$ cat src/rtl/flag_jump_pc_pkg.sv
// Shared encodings for the flag/jump/PC block: FSM states, jump-bit layout
// and the Hack jump-condition function.
package flag_jump_pc_pkg;

  typedef enum logic [1:0] {
    ST_BOOT  = 2'd0,
    ST_RUN   = 2'd1,
    ST_FLUSH = 2'd2
  } state_e;

  localparam int unsigned JB_W  = 3;
  localparam int unsigned JB_LT = 2;
  localparam int unsigned JB_EQ = 1;
  localparam int unsigned JB_GT = 0;

  // Hack jump: lt on negative, eq on zero, gt on strictly positive
  function automatic logic eval_cond(input logic [JB_W-1:0] jb, input logic z, input logic n);
    return (jb[JB_LT] & n) | (jb[JB_EQ] & z) | (jb[JB_GT] & ~z & ~n);
  endfunction

endpackage

$ cat src/rtl/flag_jump_pc_jump_cond.sv
// Combinational jump-condition decode from jump bits and zero/negative flags.
module jump_cond
  import flag_jump_pc_pkg::*;
(
  input  logic [JB_W-1:0] i_jump_bits,
  input  logic            i_zr,
  input  logic            i_ng,
  output logic            o_cond_c
);

  assign o_cond_c = eval_cond(i_jump_bits, i_zr, i_ng);

endmodule

$ cat src/rtl/flag_jump_pc.sv
// Flag register, jump evaluation, program counter with post-jump bubble and
// saturating taken-jump counter.
module flag_jump_pc
  import flag_jump_pc_pkg::*;
#(
  parameter int unsigned      WIDTH      = 16,
  parameter logic [WIDTH-1:0] RESET_ADDR = '0
) (
  input  logic             clock,
  input  logic             reset,
  input  logic             zr,
  input  logic             ng,
  input  logic             flag_we,
  input  logic             instr_valid,
  input  logic             is_c_instr,
  input  logic [JB_W-1:0]  jump_bits,
  input  logic [WIDTH-1:0] target,
  input  logic             stall,
  output logic [WIDTH-1:0] pc,
  output logic             pc_valid,
  output logic             flag_zr,
  output logic             flag_ng,
  output logic             jump_taken,
  output logic [WIDTH-1:0] jump_count
);

  state_e           r_state;
  logic [WIDTH-1:0] r_pc;
  logic             r_pc_valid;
  logic             r_flag_zr;
  logic             r_flag_ng;
  logic             r_jump_taken;
  logic [WIDTH-1:0] r_count;

  state_e           w_state_nxt;
  logic [WIDTH-1:0] w_pc_nxt;
  logic             w_jt_nxt;
  logic             w_take;
  logic             w_ezr;
  logic             w_eng;
  logic             w_cond;
  logic [WIDTH-1:0] w_count_nxt;

  // Same-cycle bypass so a jump can act on the flags being written now
  assign w_ezr = flag_we ? zr : r_flag_zr;
  assign w_eng = flag_we ? ng : r_flag_ng;

  jump_cond u_jump_cond (
    .i_jump_bits (jump_bits),
    .i_zr        (w_ezr),
    .i_ng        (w_eng),
    .o_cond_c    (w_cond)
  );

  // Next-state, next-pc and jump decision; stall freezes everything
  always_comb begin
    w_state_nxt = r_state;
    w_pc_nxt    = r_pc;
    w_jt_nxt    = 1'b0;
    w_take      = 1'b0;
    if (!stall) begin
      case (r_state)
        ST_BOOT:  w_state_nxt = ST_RUN;
        ST_RUN: begin
          if (instr_valid && is_c_instr && w_cond) begin
            w_take      = 1'b1;
            w_jt_nxt    = 1'b1;
            w_pc_nxt    = target;
            w_state_nxt = ST_FLUSH;
          end else if (instr_valid) begin
            w_pc_nxt = r_pc + WIDTH'(1);
          end
        end
        ST_FLUSH: w_state_nxt = ST_RUN;
        default:  w_state_nxt = ST_BOOT;
      endcase
    end
  end

  assign w_count_nxt = (w_take && (r_count != '1)) ? r_count + WIDTH'(1) : r_count;

  // State register and datapath registers
  always_ff @(posedge clock) begin
    if (reset) begin
      r_state      <= ST_BOOT;
      r_pc         <= RESET_ADDR;
      r_pc_valid   <= 1'b0;
      r_flag_zr    <= 1'b0;
      r_flag_ng    <= 1'b0;
      r_jump_taken <= 1'b0;
      r_count      <= '0;
    end else begin
      r_state      <= w_state_nxt;
      r_pc         <= w_pc_nxt;
      r_pc_valid   <= (w_state_nxt == ST_RUN);
      r_jump_taken <= w_jt_nxt;
      r_count      <= w_count_nxt;
      if (flag_we && !stall) begin
        r_flag_zr <= zr;
        r_flag_ng <= ng;
      end
    end
  end

  assign pc         = r_pc;
  assign pc_valid   = r_pc_valid;
  assign flag_zr    = r_flag_zr;
  assign flag_ng    = r_flag_ng;
  assign jump_taken = r_jump_taken;
  assign jump_count = r_count;

endmodule
$ cat config.mk
export PLATFORM = sky130hd
export DESIGN_NAME = flag_jump_pc
export DESIGN_NICKNAME = d
export VERILOG_FILES = /design/src/rtl/flag_jump_pc_pkg.sv /design/src/rtl/flag_jump_pc_jump_cond.sv /design/src/rtl/flag_jump_pc.sv
export SDC_FILE = /design/constraint.sdc
export NUM_CORES = 1
export LEC_CHECK = 0
export ABC_AREA = 0
export CORE_ASPECT_RATIO = 1.2
export CORE_MARGIN = 5
export CORE_UTILIZATION = 48
export CTS_CLUSTER_SIZE = 20
export DETAILED_ROUTE_END_ITERATION = 12
export GPL_ROUTABILITY_DRIVEN = 0
export GPL_TIMING_DRIVEN = 0
export HOLD_SLACK_MARGIN = 0.03
export PLACE_DENSITY = 0.8
export SETUP_SLACK_MARGIN = 0.3
export SLEW_MARGIN = 0
export SYNTH_ARGS = -nofsm -noshare
export SYNTH_HDL_FRONTEND = slang
export SYNTH_HIERARCHICAL = 1
export SYNTH_SLANG_ARGS = --single-unit
$ cat constraint.sdc
create_clock -name clock -period 3.01 [get_ports clock]
set_input_delay 0.7525 -clock clock [delete_from_list [all_inputs] [get_ports clock]]
set_output_delay 0.7525 -clock clock [all_outputs]
set_load 0.01 [all_outputs]
* Word level (Yosys, flattened, before mapping)
Index checks and enable logic that the tools add are counted.
** Storage, ports and cells
- Bits in registers :: 38
- Bits of input ports :: 27
- Output and inout bits :: 36
- Logic and storage cells :: 41
** Operators by class
- $add $sub $neg :: 2
- Equal/unequal tests :: 4
- Multiplexer cells :: 10
- Bitwise logic cells :: 9
- Reductions and logical operators :: 9
** Operators with widths (count)
- $add A16 B1 Y16 const B :: 2
- $mux W16 :: 2
- $ne A16 B16 Y1 const B :: 1
- $mux W1 :: 5
- $and A1 B1 Y1 :: 4
- $eq A2 B1 Y1 const B :: 2
- $logic_and A1 B1 Y1 :: 4
- $mux W2 :: 2
- $pmux W2 S2 :: 1
- $not A1 Y1 :: 3
- $reduce_and A3 Y1 :: 1
- $eq A2 B2 Y1 const B :: 1
- $logic_not A2 Y1 :: 1
- $or A1 B1 Y1 :: 2
- $reduce_bool A2 Y1 :: 1
- $reduce_or A2 Y1 :: 1
- $logic_not A1 Y1 :: 1

* Depth between registers and ports, before layout
Gate-level depths: netlist of the first run.
- Depth in word-level cells :: 10
- Mapped depth :: 9
- Gate-level depth less buffers :: 7

* Cells and area by module
Netlist of the first run, hierarchy kept.
** Modules (own cells, without submodules)
- flag_jump_pc :: instances 1, cells each 267, area an instance 2200.9 µm², sequential area each 760.7 µm²
- jump_cond :: instances 1, cells each 2, area an instance 17.5 µm², sequential area each 0.0 µm²

* Worst setup path after synthesis of the first run
OpenSTA, ideal clock, no wires.
- Kind :: input port to flip-flop
- Start :: in flag_we
- End :: reg r_count[3], in the netlist jump_count[3]
- Setup time :: 0.121 ns
- Data arrival time :: 2.413 ns
- Required time :: 2.889 ns
- Setup slack :: 0.476 ns
- Stages on the path :: 8
- Buffers on the path :: 1
- Path through :: mux2_2 > nor3b_1 > a221o_1 > and2_1 > nand2_1 > buf_2 > a211oi_1 > mux2_2
** Between the ends
- Longest elaborated chain between the ends :: 10
- Elaborated cells on any way between the ends :: 15
- Classes of those cells :: mux: 5; bitwise: 8; reduce/logical: 2
** RTL lines
- start: declaration :: RTL line flag_jump_pc.sv:13 : input logic flag_we,
- $mux W1 :: RTL line flag_jump_pc.sv:45 : assign w_ezr = flag_we ? zr : r_flag_zr;
- $not A1 Y1 :: RTL line flag_jump_pc_pkg.sv:18 : return (jb[JB_LT] & n) | (jb[JB_EQ] & z) | (jb[JB_GT] & ~z & ~n);
- $and A1 B1 Y1 (2 in a row) :: RTL line flag_jump_pc_pkg.sv:18
- $or A1 B1 Y1 (*) :: RTL line flag_jump_pc_pkg.sv:18
- net w_cond :: RTL line flag_jump_pc.sv:41 : logic w_cond;
- $logic_and A1 B1 Y1 (*) :: RTL line flag_jump_pc.sv:65 : if (instr_valid && is_c_instr && w_cond) begin
- $mux W1 (*) :: RTL line flag_jump_pc.sv:65
- $mux W1 (*) (2 in a row)
- $logic_and A1 B1 Y1 (*) :: RTL line flag_jump_pc.sv:80 : assign w_count_nxt = (w_take && (r_count != '1)) ? r_count + WIDTH'(1) : r_count;
- end signal: assignment :: RTL line flag_jump_pc.sv:97 : r_count <= w_count_nxt;
- end: declaration :: RTL line flag_jump_pc.sv:33 : logic [WIDTH-1:0] r_count;
The timed path passes the listed nets; every way through them passes the cells marked *.
A chain may end at the register's enable or synchronous reset.

* Final worst setup path of the first run
- Start :: in ng
- End :: reg r_count[12], in the netlist jump_count[12]
** Between the ends
- Longest elaborated chain between the ends :: 9
- Elaborated cells on any way between the ends :: 11
- Classes of those cells :: mux: 4; bitwise: 5; reduce/logical: 2
** RTL lines
- start: declaration :: RTL line flag_jump_pc.sv:12 : input logic ng,
- $mux W1 (*) :: RTL line flag_jump_pc.sv:46 : assign w_eng = flag_we ? ng : r_flag_ng;
- net w_eng :: RTL line flag_jump_pc.sv:40 : logic w_eng;
- $and A1 B1 Y1 or $not A1 Y1 (tied branches) :: RTL line flag_jump_pc_pkg.sv:18
- $or A1 B1 Y1 or $and A1 B1 Y1 (tied branches) :: RTL line flag_jump_pc_pkg.sv:18
- $or A1 B1 Y1 (*) :: RTL line flag_jump_pc_pkg.sv:18
- net w_cond :: RTL line flag_jump_pc.sv:41
- $logic_and A1 B1 Y1 (*) :: RTL line flag_jump_pc.sv:65
- $mux W1 (*) :: RTL line flag_jump_pc.sv:65
- $mux W1 (*) (2 in a row)
- $logic_and A1 B1 Y1 (*) :: RTL line flag_jump_pc.sv:80
Marked as above.

==> results of run 1 <==
## cell usage in the layout, fill, tap and decap left out, drive strengths merged, types with 6 or more instances in the layout
master         count
clkbuf            18
buf                7
and4               6
and3               6
dfxtp             38
a211oi             7
nor2              20
nor4               9
nor2b              9
nor3               8
a22oi              6
nand4             12
mux2i              7
and2               6
clkdlybuf4s50     61
nand2             17
o21ai             12
mux2               9
nand3             14
a21oi             20
## Yosys cell counts (all sizes together) (3+ instances only)
| master | number |
|---|---|
| a211oi | 7 |
| a21oi | 20 |
| a22oi | 6 |
| and2 | 6 |
| and3 | 6 |
| and4 | 6 |
| buf | 5 |
| clkbuf | 11 |
| dfxtp | 38 |
| inv | 5 |
| mux2 | 9 |
| mux2i | 7 |
| nand2 | 17 |
| nand2b | 5 |
| nand3 | 14 |
| nand4 | 12 |
| nor2 | 20 |
| nor2b | 9 |
| nor3 | 8 |
| nor3b | 3 |
| nor4 | 9 |
| o21ai | 12 |
| o31ai | 4 |
| or3 | 3 |
| or4 | 5 |
## logic make-up after synthesis
group | after synthesis | share of synthesized area [%]
mux | 16 | 7.727
buf+inv | 21 | 3.948
fa+ha+maj | 2 | 1.128
compound gates | 65 | 18.84
simple gates | 127 | 34.07
flops | 38 | 34.29
## worst min-delay path by stage
stage	startpoint	to	slack (ps)	depth (start not counted)
final	r_state[1]	r_state[1]	510	2
after global routing	r_state[1]	r_state[1]	550	2
after CTS	r_state[1]	r_state[1]	510	2
after detailed placement	r_state[1]	r_state[1]	500	2
after global placement	r_state[1]	r_state[1]	500	2
after floorplan	r_state[1]	r_state[1]	480	2
## per-layer routing
layer / up-vias / routed length (microns) / GRT usage [%]
li1: 1168 / - / -
met1: 1135 / 2719 / 25.95
met2: 85 / 3164 / 35.38
met3: 13 / 310 / 3.832
met4: 0 / 136 / 8.547
met5: - / 0 / 0
## flip-flops by register name (all words and copies together), names as in the netlist
signal / count
pc_valid: 1
r_state: 2
flag_ng: 1
jump_count: 16
flag_zr: 1
jump_taken: 1
pc: 16
## where the power goes
| group | total [W] | internal, W | switching [W] |
|---|---|---|---|
| Clock | 0.000328 | 0.000160 | 0.000169 |
| Combinational | 0.000149 | 0.0000813 | 0.0000676 |
| Sequential | 0.000533 | 0.000516 | 0.0000177 |
| Total | 0.00101 | 0.000756 | 0.000254 |
## area by class of cell
class                      instances  area, sq um
multi-input combinational        210         1459
fill                             403         1410
sequential                        38        760.7
timing repair buffer              64        638.1
buffer                            16        91.34
clock buffer                       7        76.32
tap                               58        72.57
inverter                           5        18.77
## per-stage QoR
stage	std cells	total power [W]	setup TNS (ps)	hold WS (ps)
floorplan	269	0.0006058	0	475.9
global placement	389	0.0006845	-4123	496.6
detailed placement	389	0.0006861	-4938	499.3
CTS	398	0.001020	0	509.2
global route	398	0.001056	0	553.4
finish	398	0.001011	0	509.9
## what timing repair did
| action | CTS | global route |
|---|---|---|
| gates resized for setup | 19 | 11 |
| hold buffers | 0 | 0 |
| cloned | 0 | 0 |
| buffers inserted | 2 | 0 |
| setup endpoints to repair | 26 | 26 |
| pin swaps | 4 | 2 |
## worst max-delay path, cell delays in order
cell             delay [ps]
clkdlybuf4s50_1         410
mux2_4                  280
nor3b_2                 170
a221o_1                 200
and2_4                  200
nand4_4                 160
or4_1                   530
a21oi_1                 140
==> results.md, run 1 <==
* Synth Register Bits at 38
* Clk buf depth at 2
* Peak VDD IR at 0.2218 mV
* DR vias/cell at 6.033
* Worst-Skew Late Latency at 280 ps
* 1st-iter DRT viols at 164
* Die area at 6087 sq um
* Finished Core Util at 68.85%
* Overflow after GRT at 0
* DP Area at 2912 sq um
* Critical path launch point type: input port
* Reg2reg path depth at 7
* Fin. Hold Viols at 0
* Relative slew slack at 51.07%
* Num CTS Buffers at 5
* Die width at 72.06 microns
* Ranking of synthesized cells by area: dfxtp_1 34%, mux2_2 4.6%, a21oi_1 4.5%
* Crit Path Class: input port to flip-flop
* Max-Cap Viols at 0
* Worst-case clock skew at 4.117 ps
* Setup crit end: jump_count[12]
* CTS tree: done
* Final worst path period need at 2624 ps
* Place WS at -346.6 ps
* Synth top area share at 34.29%
* Tightest Pin Transition at 724.8 ps
* Crit path max fanout at 5
* Post-route ant nets at 0
* Post-Syn Instances at 269
* Tot GR Track Use at 21.01%
* Post-synth top area cell: dfxtp_1
* Final WS setup at 386.3 ps
* Vias at 2,401
* CP endpoint kind: flip-flop
* Initial antenna violation count at 0
* H-tree levels at 2
* PD cells at 324.3 nW/um^2
* Share of layout cells above drive strength 1 at 12.35%
* Arrival @ worst endpoint at 2840 ps
* Yosys warnings at 6
* Post-Syn Area at 2218 sq um
* Largest net degree at the start of global routing at 11
* Final period utilization at 87.17%
* Max Clk Rate at 381.1 MHz
* Drt wl/cell at 15.90 microns
* Sequential fraction of the synthesis area at 34.29%
* Boundary pin count at 63
* Status: finished clean
* Clock-pin transition on the worst setup and hold timing paths at 70 ps
* Final instance area at 3117 sq um
* Netlist cell types at 47
* IO Port Bufs at 62
* Global-route wire length before repair at 10,350 microns
* CP required at 3230 ps
* Max-slew violations at 0
* Starting Density at 49.00%
* Synth Flop Type: dfxtp_1
* ANT cells at 0
* Critical Path Source: ng
* Asr flop ratio synth at 0%
* Setup Viol. Count Final at 0
* Drt total wl at 6329 microns
* Die Height at 84.47 microns
* Final HPWL DP at 4589 microns
* Average cell area after synthesis at 8.247 sq um
* CTS Sinks at 38
* Area delta synth->final at 40.50%
* R2r endpoint: jump_count[12]
* Number of flops mapped to enable cells by yosys at 0
* 1st-pass router iterations at 4
* DRC viols at 0
* # rows at 27
* Vias in the first global route at 2,218
* Pleak at 1.045 nW
* Reg-to-Reg Start: flag_ng
* RSZ-0062 raised after global routing: yes
* Core ar. at 4527 sq um
* Tightest Hold Check Type: flip-flop to flip-flop
* Final #Nets at 369
* Synthesized Nets at 298
* R2R setup slack at 940 ps
* Clock root buffer: clkbuf_8
(Power assumes the default switching activity.)
==> run 2: changes to the inputs <==
--- a/config.mk
+++ b/config.mk
@@ -9,7 +9,7 @@
 export CORE_ASPECT_RATIO = 1.2
 export CORE_MARGIN = 5
 export CORE_UTILIZATION = 48
-export CTS_CLUSTER_SIZE = 20
+export CTS_CLUSTER_SIZE = 16
 export DETAILED_ROUTE_END_ITERATION = 12
 export GPL_ROUTABILITY_DRIVEN = 0
 export GPL_TIMING_DRIVEN = 0
==> results of run 2 <==
Same layout as run 1: the final DEF is identical, and so are final timing and power.
==> run 3: changes to the inputs <==
--- a/config.mk
+++ b/config.mk
@@ -6,7 +6,7 @@
 export NUM_CORES = 1
 export LEC_CHECK = 0
 export ABC_AREA = 0
-export CORE_ASPECT_RATIO = 1.2
+export CORE_ASPECT_RATIO = 1.4
 export CORE_MARGIN = 5
 export CORE_UTILIZATION = 48
 export CTS_CLUSTER_SIZE = 16
==> results.md, run 3 (synthesized netlist as in run 1, its figures left out) <==
* Status: finished clean
* PD cells at 337.7 nW/um^2 (+4.2%)
* CP required at 3130 ps (-100 ps)
* Tot GR Track Use at 21.02% (about the same)
* Clock root buffer: clkbuf_8
* Peak VDD IR at 0.3012 mV (+36%)
* Tightest Pin Transition at 596.0 ps (-128.8 ps)
* R2r endpoint: pc_valid
* R2R setup slack at 800 ps (-140 ps)
* Final HPWL DP at 4705 microns (+2.5%)
* Final period utilization at 88.67% (+1.5 points)
* Hold path cells at 2 (unchanged)
* ANT cells at 0 (unchanged)
* Slowest stage delay, CP at 480 ps (-50 ps)
* CP endpoint kind: flip-flop
* Crit Path Class: input port to flip-flop
* Min-delay src: jump_count[12]
* Setup Viol. Count Final at 0 (unchanged)
* Critical path depth at 8 (unchanged)
* CTS Hold Bufs at 0 (unchanged)
* DR vias/cell at 5.935 (-1.6%)
* CTS Sinks at 38 (unchanged)
* Critical path launch point type: input port
* Tightest Hold Check Type: flip-flop to flip-flop
* Arrival @ worst endpoint at 2790 ps (-50 ps)
* Power Total at 0.001053 W (+4.2%)
* Max-slew violations at 0 (unchanged)
* Filler Cells Inserted at 410 (+1.7%)
* Reg2reg path depth at 7 (unchanged)
* Fin. Hold Viols at 0 (unchanged)
* CTS tree: done
* IO Port Bufs at 62 (unchanged)
* Largest net degree at the start of global routing at 12 (+1)
* 1st-pass router iterations at 4 (unchanged)
* CP max-delay cell: nor4_1
* Share of layout cells above drive strength 1 at 12.35% (unchanged)
* Post-route ant nets at 0 (unchanged)
* Die Height at 90.44 microns (+7.1%)
* Final #Nets at 368 (-0.27%)
* Overflow after GRT at 0 (unchanged)
* Initial antenna violation count at 0 (unchanged)
* Max Clk Rate at 374.7 MHz (-1.7%)
* Starting Density at 49.30% (+0.30 points)
* Area delta synth->final at 40.55% (about the same)
* Drt wl/cell at 15.98 microns (+0.46%)
* Met3 WL at 340 microns (+9.7%)
* # rows at 29 (+7.4%)
* WL met2 at 3412 microns (+7.8%)
* Most common cell after layout, fill and taps aside: clkdlybuf4s50_1
* Die area at 6100 sq um (+0.22%)
* 1st-iter DRT viols at 202 (+23%)
* Drt total wl at 6422 microns (+1.5%)
* H-tree levels at 2 (unchanged)
* Crit-path cells: dlygate4sd2_1 -> mux2_4 -> a221o_1 -> and3_1 -> clkbuf_4 -> nor2_1 -> nor3b_1 -> nor4_1
* Worst-Skew Late Latency at 290 ps (about the same)
* Crit path max fanout at 7 (+2)
* Final worst path period need at 2669 ps (+45.13 ps)
* Family with the most delay on the worst path: simple AND/OR/NAND/NOR gates
* Num CTS Buffers at 5 (unchanged)
* Relative slew slack at 60.26% (+9.2 points)
* Die width at 67.46 microns (-6.4%)
* Hold endpoint: jump_count[12]
* Worst-case clock skew at 11.69 ps (+7.571 ps)
* Area of the multi-input gates at 1444 sq um (-1.0%)
* Max-Cap Viols at 0 (unchanged)
* Boundary pin count at 63 (unchanged)
* Finished Core Util at 69.30% (+0.45 points)
* Reg-to-Reg Start: flag_ng
* RSZ-0062 raised after global routing: no
* Clk buf depth at 2 (unchanged)
* Global-route wire length before repair at 10,290 microns (-0.61%)
* Vias at 2,386 (-0.62%)
* Register area at 760.7 sq um (unchanged)
* Vias in the first global route at 2,309 (+4.1%)
* DRC viols at 0 (unchanged)
* Core ar. at 4499 sq um (-0.61%)
* Final WS setup at 341.1 ps (-45.13 ps)
* Most frequent cells in the layout: 59 x clkdlybuf4s50_1, 38 x dfxtp_1, 20 x a21oi_1
* Clock-pin transition on the worst setup and hold timing paths at 70 ps (about the same)
* Pleak at 1.073 nW (+2.7%)
* M1 wire length at 2564 microns (-5.7%)
* Top layer in use: met4
* Critical path buffers and inverters at 2 (+1)
* Place WS at -378.6 ps (-32.04 ps)
-- run 3: cell types whose count changed in the layout (fill, tap and decap cells not counted), sizes merged --
cell and delta:
clkdlybuf4s50 -2, dlymetal6s2s +2, clkbuf -1, clkinv +1
-- run 3: layout make-up --
class                   count  area share [%]
multi-input cells         210           46.31
flip-flops and latches     38           24.40
repair buffers             63           20.26
plain buffers              16           3.010
clock buffers               7           2.769
well taps                  62           2.488
inverters                   5          0.6019
clock inverters             1          0.1605
-- run 3: worst max-delay path by stage --
stage	startpoint	to	slack, ps
after detailed placement	flag_we	pc[0]	-380
after global routing	flag_we	jump_count[14]	280
final	flag_we	pc_valid	340
after global placement	flag_we	pc[12]	-350
after floorplan	flag_we	jump_count[3]	480
after CTS	ng	pc[14]	370
-- run 3: timing repair --
item,in CTS,in global routing
setup endpoints to repair,28,30
pin swaps,5,4
buffers inserted,1,0
resized for setup,21,12
-- run 3: per-stage QoR --
step | area [sq um] | hold WS, ps | std cells | setup TNS [ps]
floorplan | 2218 | 475.9 | 269 | 0
global placement | 2917 | 498.7 | 393 | -4883
detailed placement | 2917 | 509.6 | 393 | -5664
CTS | 3089 | 520.2 | 402 | 0
global route | 3118 | 565.3 | 402 | 0
finish | 3118 | 524.0 | 402 | 0
-- run 3: worst reg2reg max path: stages, from the launching register on --
cell,delay (ps)
dfxtp_1,330
mux2_4,280
a221o_1,410
and3_1,220
clkbuf_4,170
nor2_1,100
nor3b_1,70
nor4_1,480
-- run 3: report_power, final --
part           leakage (nW)  total, W  internal (W)  switching (W)
registers             0.308  0.000532      0.000515      0.0000166
clock network        0.0482  0.000364      0.000185       0.000179
logic                 0.718  0.000157     0.0000844      0.0000722
total                  1.07   0.00105      0.000785       0.000268
-- run 3: layer usage --
layer,vias to the layer above,track usage (%)
met4,0,7.783
li1,1164,-
met3,12,3.611
met1,1135,24.31
met2,75,37.16
met5,-,0
